--- src/rtl/sn76489_bus_controller_if.sv ---
// Host write bus for the SN76489 register controller: valid/ready byte handshake.
interface sn76489_bus_controller_if;
    logic       wr_valid;
    logic [7:0] wr_data;
    logic       wr_ready;

    modport master (output wr_valid, output wr_data, input wr_ready);
    modport slave  (input wr_valid, input wr_data, output wr_ready);
endinterface

--- src/rtl/sn76489_bus_controller.sv ---
// SN76489 byte-serial write decoder and control register file.
// Optional READY/BUSY write-recovery model is built when SN76489_READY_EN is defined.
module sn76489_bus_controller #(
    parameter int NUM_TONES                = 3,
    parameter int ATTENUATION_CONTROL_BITS = 4,
    parameter int TONE_FREQUENCY_BITS      = 10,
    parameter int NOISE_CONTROL_BITS       = 3,
    parameter int BUSY_CYCLES              = 32
) (
    input  logic                                    clk,
    input  logic                                    reset,
    sn76489_bus_controller_if.slave                 bus,
    output logic [4*ATTENUATION_CONTROL_BITS-1:0]   attn_out,
    output logic [NUM_TONES*TONE_FREQUENCY_BITS-1:0] tone_freq_out,
    output logic [NOISE_CONTROL_BITS-1:0]           noise_ctrl_out,
    output logic                                    noise_reset,
    output logic [2:0]                              latched_reg
);
    localparam int ACB = ATTENUATION_CONTROL_BITS;
    localparam int TFB = TONE_FREQUENCY_BITS;
    localparam int NCB = NOISE_CONTROL_BITS;

    if (BUSY_CYCLES < 1) begin : g_bad_busy
        $error("BUSY_CYCLES must be >= 1");
    end

    logic [ACB-1:0] r_attn [4];
    logic [TFB-1:0] r_tone [NUM_TONES];
    logic [NCB-1:0] r_noise;
    logic           r_noise_reset;
    logic [2:0]     r_latched;

    logic           w_ready;
    logic           w_accept;
    logic           w_is_latch;
    logic [1:0]     w_ch;
    logic           w_type;

    assign w_accept   = bus.wr_valid && w_ready;
    assign w_is_latch = bus.wr_data[7];
    // Data bytes inherit their target from the most recent latch byte.
    assign w_ch       = w_is_latch ? bus.wr_data[6:5] : r_latched[2:1];
    assign w_type     = w_is_latch ? bus.wr_data[4]   : r_latched[0];

    always_ff @(posedge clk) begin
        if (reset) begin
            for (int unsigned i = 0; i < 4; i++) r_attn[i] <= '1;
            for (int unsigned i = 0; i < NUM_TONES; i++) r_tone[i] <= '0;
            r_noise       <= '0;
            r_noise_reset <= 1'b0;
            r_latched     <= '0;
        end else begin
            r_noise_reset <= 1'b0;
            if (w_accept) begin
                if (w_is_latch) r_latched <= bus.wr_data[6:4];
                if (w_type) begin
                    r_attn[w_ch] <= ACB'(bus.wr_data[3:0]);
                end else if (w_ch == 2'd3) begin
                    r_noise       <= NCB'(bus.wr_data[2:0]);
                    r_noise_reset <= 1'b1;
                end else if (32'(w_ch) < NUM_TONES) begin
                    if (w_is_latch) r_tone[w_ch][3:0]     <= bus.wr_data[3:0];
                    else            r_tone[w_ch][TFB-1:4] <= (TFB-4)'(bus.wr_data[5:0]);
                end
            end
        end
    end

    always_comb begin
        attn_out      = '0;
        tone_freq_out = '0;
        for (int unsigned c = 0; c < 4; c++) attn_out[c*ACB +: ACB] = r_attn[c];
        for (int unsigned c = 0; c < NUM_TONES; c++) tone_freq_out[c*TFB +: TFB] = r_tone[c];
    end

    assign noise_ctrl_out = r_noise;
    assign noise_reset    = r_noise_reset;
    assign latched_reg    = r_latched;

`ifdef SN76489_READY_EN
    localparam int CW = (BUSY_CYCLES > 1) ? $clog2(BUSY_CYCLES) : 1;

    typedef enum logic {S_IDLE, S_BUSY} state_t;
    state_t        r_state, w_state_next;
    logic [CW-1:0] r_busy_cnt;

    always_ff @(posedge clk) begin
        if (reset) begin
            r_state    <= S_IDLE;
            r_busy_cnt <= '0;
        end else begin
            r_state    <= w_state_next;
            r_busy_cnt <= (r_state == S_BUSY) ? r_busy_cnt + CW'(1) : '0;
        end
    end

    always_comb begin
        w_state_next = r_state;
        w_ready      = 1'b1;
        case (r_state)
            S_IDLE: if (bus.wr_valid) w_state_next = S_BUSY;
            S_BUSY: begin
                w_ready = 1'b0;
                if (r_busy_cnt == CW'(BUSY_CYCLES - 1)) w_state_next = S_IDLE;
            end
            default: w_state_next = S_IDLE;
        endcase
    end
`else
    assign w_ready = 1'b1;
`endif

    assign bus.wr_ready = w_ready;
endmodule

--- src/flat_wrapper.sv ---
// flat-port wrapper written by rule: the top's interface ports become plain ports
module sn76489_bus_controller_flat 
#(
    parameter int NUM_TONES                = 3,
    parameter int ATTENUATION_CONTROL_BITS = 4,
    parameter int TONE_FREQUENCY_BITS      = 10,
    parameter int NOISE_CONTROL_BITS       = 3,
    parameter int BUSY_CYCLES              = 32
)
  (clk, reset, attn_out, tone_freq_out, noise_ctrl_out, noise_reset, latched_reg, bus_wr_valid, bus_wr_data, bus_wr_ready);
  sn76489_bus_controller_if bus_i ();
  input  logic clk;
  input  logic reset;
  output logic [4*ATTENUATION_CONTROL_BITS-1:0] attn_out;
  output logic [NUM_TONES*TONE_FREQUENCY_BITS-1:0] tone_freq_out;
  output logic [NOISE_CONTROL_BITS-1:0] noise_ctrl_out;
  output logic noise_reset;
  output logic [2:0] latched_reg;
  input wire logic [$bits(bus_i.wr_valid)-1:0] bus_wr_valid;
  input wire logic [$bits(bus_i.wr_data)-1:0] bus_wr_data;
  output wire logic [$bits(bus_i.wr_ready)-1:0] bus_wr_ready;
  assign bus_i.wr_valid = bus_wr_valid;
  assign bus_i.wr_data = bus_wr_data;
  assign bus_wr_ready = bus_i.wr_ready;
  sn76489_bus_controller #(.NUM_TONES(NUM_TONES), .ATTENUATION_CONTROL_BITS(ATTENUATION_CONTROL_BITS), .TONE_FREQUENCY_BITS(TONE_FREQUENCY_BITS), .NOISE_CONTROL_BITS(NOISE_CONTROL_BITS), .BUSY_CYCLES(BUSY_CYCLES)) u_core (.clk(clk), .reset(reset), .bus(bus_i), .attn_out(attn_out), .tone_freq_out(tone_freq_out), .noise_ctrl_out(noise_ctrl_out), .noise_reset(noise_reset), .latched_reg(latched_reg));
endmodule
--- config.mk ---
export PLATFORM = sky130hd
export DESIGN_NAME = sn76489_bus_controller_flat
export DESIGN_NICKNAME = d
export VERILOG_FILES = /design/src/rtl/sn76489_bus_controller_if.sv /design/src/rtl/sn76489_bus_controller.sv /design/src/flat_wrapper.sv
export SDC_FILE = /design/constraint.sdc
export NUM_CORES = 1
export LEC_CHECK = 0
export CORE_ASPECT_RATIO = 0.5
export CORE_UTILIZATION = 47
export DETAILED_ROUTE_END_ITERATION = 8
export GPL_TIMING_DRIVEN = 1
export MAX_ROUTING_LAYER = met4
export PLACE_DENSITY = 0.85
export SETUP_SLACK_MARGIN = 0.05
export SLEW_MARGIN = 5
export SYNTH_ARGS = -nofsm -noshare
export SYNTH_HDL_FRONTEND = slang
export SYNTH_SLANG_ARGS = --single-unit
--- constraint.sdc ---
create_clock -name clk -period 2.4 [get_ports clk]
set_clock_uncertainty 0.15 [all_clocks]
set_input_delay 0.48 -clock clk [delete_from_list [all_inputs] [get_ports clk]]
set_output_delay 0.48 -clock clk [all_outputs]
set_load 0.1 [all_outputs]
### Yosys cells after proc, flatten, opt, wreduce, memory -nomap -nowiden

Memories as Yosys holds them, arrays and structs flattened.
Index checks and enable logic that the tools add are counted.

* register bits after elaboration: 7
* RAM bits: 46
* input port bits: 11
* output and inout port bits: 54
* logic and storage cells: 43
* memories: 2

* order comparisons: 1
* eq/ne operators: 1
* mux-type cells: 29
* bitwise gates (word level): 2
* reduce and logical (&&, ||, !) cells: 5

Memory list
* u_core.r_tone: depth 3, width 10, read ports 3, clocked after memory_dff 0, wr ports 3, line sn76489_bus_controller.sv:28 `logic [TFB-1:0] r_tone [NUM_TONES];`
* u_core.r_attn: depth 4, width 4, read ports 4, clocked after memory_dff 0, wr ports 4, line sn76489_bus_controller.sv:27 `logic [ACB-1:0] r_attn [4];`

Operators by type and width (count)
* two-way mux 1 bit: 23
* two-way mux 10 bit: 1
* OR reduction 10 bit: 1
* two-way mux 2 bit: 4
* two-way mux 4 bit: 1
* OR reduction 4 bit: 1
* AND reduction 3 bit: 1
* OR reduction 3 bit: 1
* == test 2 bit (second input constant): 1
* < comparator 2 bit (second input constant): 1
* NOT 1 bit: 2
* AND reduction 2 bit: 1

### Logic depth before layout (Yosys ltp)

* depth in word-level cells: 10
* gate-level depth with buffers: 5

### Worst setup path before layout

No wires, ideal clock.

* path type: flip-flop to flip-flop
* from: register u_core.r_latched[1], in the netlist u_core.latched_reg[1]
* to: memory u_core.r_tone[1][4] in the netlist's numbering (enable)
* setup time: 0.318 ns
* arrival: 2.009 ns
* setup slack: -0.078 ns
* cell stages (with the launch flop): 4
* buffers on the path: 0
* clock period less this slack: 2.478 ns
* path through: dfxtp_1 > or3b_1 > a211oi_4 > or2_1

RTL lines
* start: declaration: line sn76489_bus_controller.sv:31 `logic [2:0] r_latched;`
* start signal: assignment: line sn76489_bus_controller.sv:55 `if (w_is_latch) r_latched <= bus.wr_data[6:4];`
* end: declaration: line sn76489_bus_controller.sv:28

==> results.yml <==
grt:
  first_pass_grt_wire_length_mm: 7.983
  first_global_vias: 1542
  grt_max_degree: 22
  track_usage_pct: 22.49
  total_overflow_reported_by_the_global_router: 0
  antenna_found_initial: 0
placement:
  gp_congestion: 0.8543
  place_hpwl_mm: 3.811
  buffer_ports.inserted: 63
hold_path:
  worst_hold_path_type: "flip-flop to flip-flop"
run_status:
  status: "complete, no violations"
power:
  seq_power_share_pct: 48.3
  combinational_share_of_power_pct: 18.9
  leakagePower_nw: 1.205
  power_per_cell_area_nw_per_um2: 692.8
  p_clk_share_pct: 32.8
  power_switching_mw: 0.6072
  worst_ir_drop_on_vdd_uv: 669.6
  internal-power_mw: 1.543
  switching_share_pct: 28.25
finish:
  regMostFlops: "u_core.r_tone"
  nets: 271
  fillCellCount: 327
  layout.core_utilization_pct: 69.47
  ff_latch_area_um2: 1525
  post_route_cells_drive_above_1_share_pct: 36.40
  layout.cells.most_common: "sky130_fd_sc_hd__buf_4"
  largest_register_ffs: 30
  most-common-layout-cells: "sky130_fd_sc_hd__buf_4 (78), sky130_fd_sc_hd__edfxtp_1 (46), sky130_fd_sc_hd__nand2_1 (23), sky130_fd_sc_hd__and2_1 (22), sky130_fd_sc_hd__nor2_1 (12)"
  multi_input_comb_area_um2: 668.1
  largestRegisters: "u_core.r_tone (30), u_core.r_attn (16)"
  n_antenna_cell: 0
  area_delta_synth_final_pct: 39.17
sta:
  hold_viol_final: 0
  final_period_minus_worst_setup_slack_ps: 2248
  fin_crit_sh_pct: 93.67
  achievable-frequency_mhz: 444.8
  finalMaxSlewViolations: 0
  setup_tns_ps: 0
  unrepaired_setup_endpoints_after_global_routing: "false"
  setup_viol: 0
floorplan:
  fp.dieArea_um2: 5040
  ioPinCount: 65
  core_area_um2: 4467
  fp.dieH_um: 50.71
  start_util_pct: 49.92
  horizontal_die_dimension_um: 99.41
  rows: 17
clocking:
  worst_setup_hold_path_clk_slew_ps: 90
  clkLatencyLatePin_ps: 300
  cts_sinks: 53
  cts_tree: "built"
  cts_root_buf: "sky130_fd_sc_hd__clkbuf_8"
  ctsHtreeMaxLevel: 2
  ctsLongestPathBuffers: 2
  cts-buffers-inserted: 5
synthesis:
  synth.top_cell.area_share_pct: 61.95
  synth.area.top_cells: "sky130_fd_sc_hd__edfxtp_1 (62%), sky130_fd_sc_hd__dfxtp_1 (6.3%), sky130_fd_sc_hd__and2_1 (6.2%)"
  synth.cell_area_um2: 2230
  synth-seq-area-share_pct: 68.24
  syn_nets: 181
  synth_top_cell_by_area: "sky130_fd_sc_hd__edfxtp_1"
  post_synth.cell_area_avg_um2: 13.12
  postSynthRegisterBits: 53
  synthesis.instances: 170
  synth-warning-count: 0
  netlist-cell-type-count: 29
route:
  drtIter0Drc: 80
  drc: 0
  avgViaCountPerCell: 5.063
  met2_length_mm: 2.356
  final_antenna_net_count: 0
  finalWirelength_mm: 4.994
  post_drt_wl_per_cell_um: 15.70
  wirelength_met1_mm: 2.291
  met3_length_um: 322
  top_layer_used: "met4"
  drt_pre_antenna_iters: 5
  route.vias.total: 1610
flow_run:
  maxCapViolations: 0
critical_path:
  timing.critical_path.max_delay_family: "simple AND/OR/NAND/NOR gates"
  timing.critical_path.fanout_max: 8
  critical_path.n_buffers_inverters: 1
  crit_path_max_incr_delay_ps: 590
  crit_chain: "clkdlybuf4s50_1 > or4b_4 > a211oi_4 > or2_1"
  critPathKind: "input port to flip-flop"
  cp_data_required_time_ps: 2250
  cp.arrival_ps: 2090
  setup.worst_path.start_class: "input port"
  crit_path_top_delay_cell: "sky130_fd_sc_hd__or4b_4"
  critical_path.endpoint_type: "flip-flop"
[area by class of cell]
type                       count  share of cell area, %
clock buffer                   5                  2.218
clock inverter                 3                  2.097
inverter                       5                 0.6048
multi-input combinational    107                  21.53
sequential                    53                  49.15
tap                           57                  2.298
timing repair buffer          88                  22.10
[timing repair]
action	in CTS	in global routing
hold buffers	0	0
hold endpoints to repair	0	0
setup endpoints to repair	0	6
resized for setup	0	1
setup buffers	0	0
[cell families after synthesis]
family	after synthesis	share of synthesized area [%]
buffers and inverters	10	1.908
other	1	0.1682
and+or+nand+nor	86	21.21
DFF	53	68.24
AOI/OAI and AO/OA	16	6.678
muxes	4	1.796
[metal layers]
| layer | track usage [%] | up-vias |
|---|---|---|
| met5 | - | - |
| met4 | 5.882 | 0 |
| met3 | 5.850 | 2 |
| met2 | 34.26 | 49 |
| met1 | 30.29 | 784 |
| li1 | - | 775 |
[final timing paths]
kind,startpoint,to,slack [ps],cells after the start
setup / recovery,bus_wr_data[7],u_core.r_tone[2][7]$_SDFFCE_PN0P_,150,4
hold / removal,u_core.noise_ctrl_out[2]$_SDFFE_PP0P_,u_core.noise_ctrl_out[2]$_SDFFE_PP0P_,330,2
setup reg to reg,u_core.latched_reg[0]$_SDFFE_PP0P_,u_core.r_tone[2][7]$_SDFFCE_PN0P_,480,3
hold reg to reg,u_core.noise_ctrl_out[2]$_SDFFE_PP0P_,u_core.noise_ctrl_out[2]$_SDFFE_PP0P_,330,2
[power groups by stage]
stage | Clock (mW) | Sequential [mW] | Combinational (mW)
after floorplan | 0 | 1.27 | 0.0748
after global placement | 0 | 1.06 | 0.399
after detailed placement | 0 | 1.06 | 0.405
after CTS | 0.703 | 1.04 | 0.406
after global routing | 0.739 | 1.04 | 0.423
final | 0.704 | 1.04 | 0.406
[Yosys cell counts]
library cell                number
sky130_fd_sc_hd__clkbuf_1        3
sky130_fd_sc_hd__inv_1           5
sky130_fd_sc_hd__or2_1           3
sky130_fd_sc_hd__or2b_1          2
sky130_fd_sc_hd__nand2_1        23
sky130_fd_sc_hd__or3_1           1
sky130_fd_sc_hd__conb_1          1
sky130_fd_sc_hd__o21bai_1        4
sky130_fd_sc_hd__buf_2           1
sky130_fd_sc_hd__nand4b_1        1
sky130_fd_sc_hd__or4b_4          1
sky130_fd_sc_hd__dfxtp_1         7
sky130_fd_sc_hd__and3_1          1
sky130_fd_sc_hd__nor3_1          4
sky130_fd_sc_hd__and2_1         22
sky130_fd_sc_hd__a21boi_2        1
sky130_fd_sc_hd__a211oi_4        3
sky130_fd_sc_hd__a21oi_1         5
sky130_fd_sc_hd__nand3b_1        2
sky130_fd_sc_hd__or3b_1          3
sky130_fd_sc_hd__nand2b_1        6
sky130_fd_sc_hd__nor4bb_1        1
sky130_fd_sc_hd__a21o_1          3
sky130_fd_sc_hd__nand3_1         3
sky130_fd_sc_hd__nand4bb_1       1
sky130_fd_sc_hd__buf_4           1
sky130_fd_sc_hd__mux2i_1         4
sky130_fd_sc_hd__nor2_1         12
sky130_fd_sc_hd__edfxtp_1       46
[metrics by stage]
stage          cell area, µm²  power, mW  hold slack, ps  cells  setup WS (ps)
6_report                 3103      2.150           333.7    318          151.9
5_1_grt                  3103      2.204           364.7    318          63.62
4_1_cts                  3100      2.149           329.1    318          125.3
3_5_place_dp             2967      1.465           312.4    310         -201.9
3_3_place_gp             2967      1.459           307.6    310         -153.6
2_1_floorplan            2233      1.343           470.0    170          257.2
[worst reg2reg max path: stages (launching register included)]
cell and delay [ps]:
sky130_fd_sc_hd__dfxtp_2 350, sky130_fd_sc_hd__or4b_4 600, sky130_fd_sc_hd__a211oi_4 240, sky130_fd_sc_hd__or2_1 280
No activity file was read; power rests on OpenSTA's default activity.
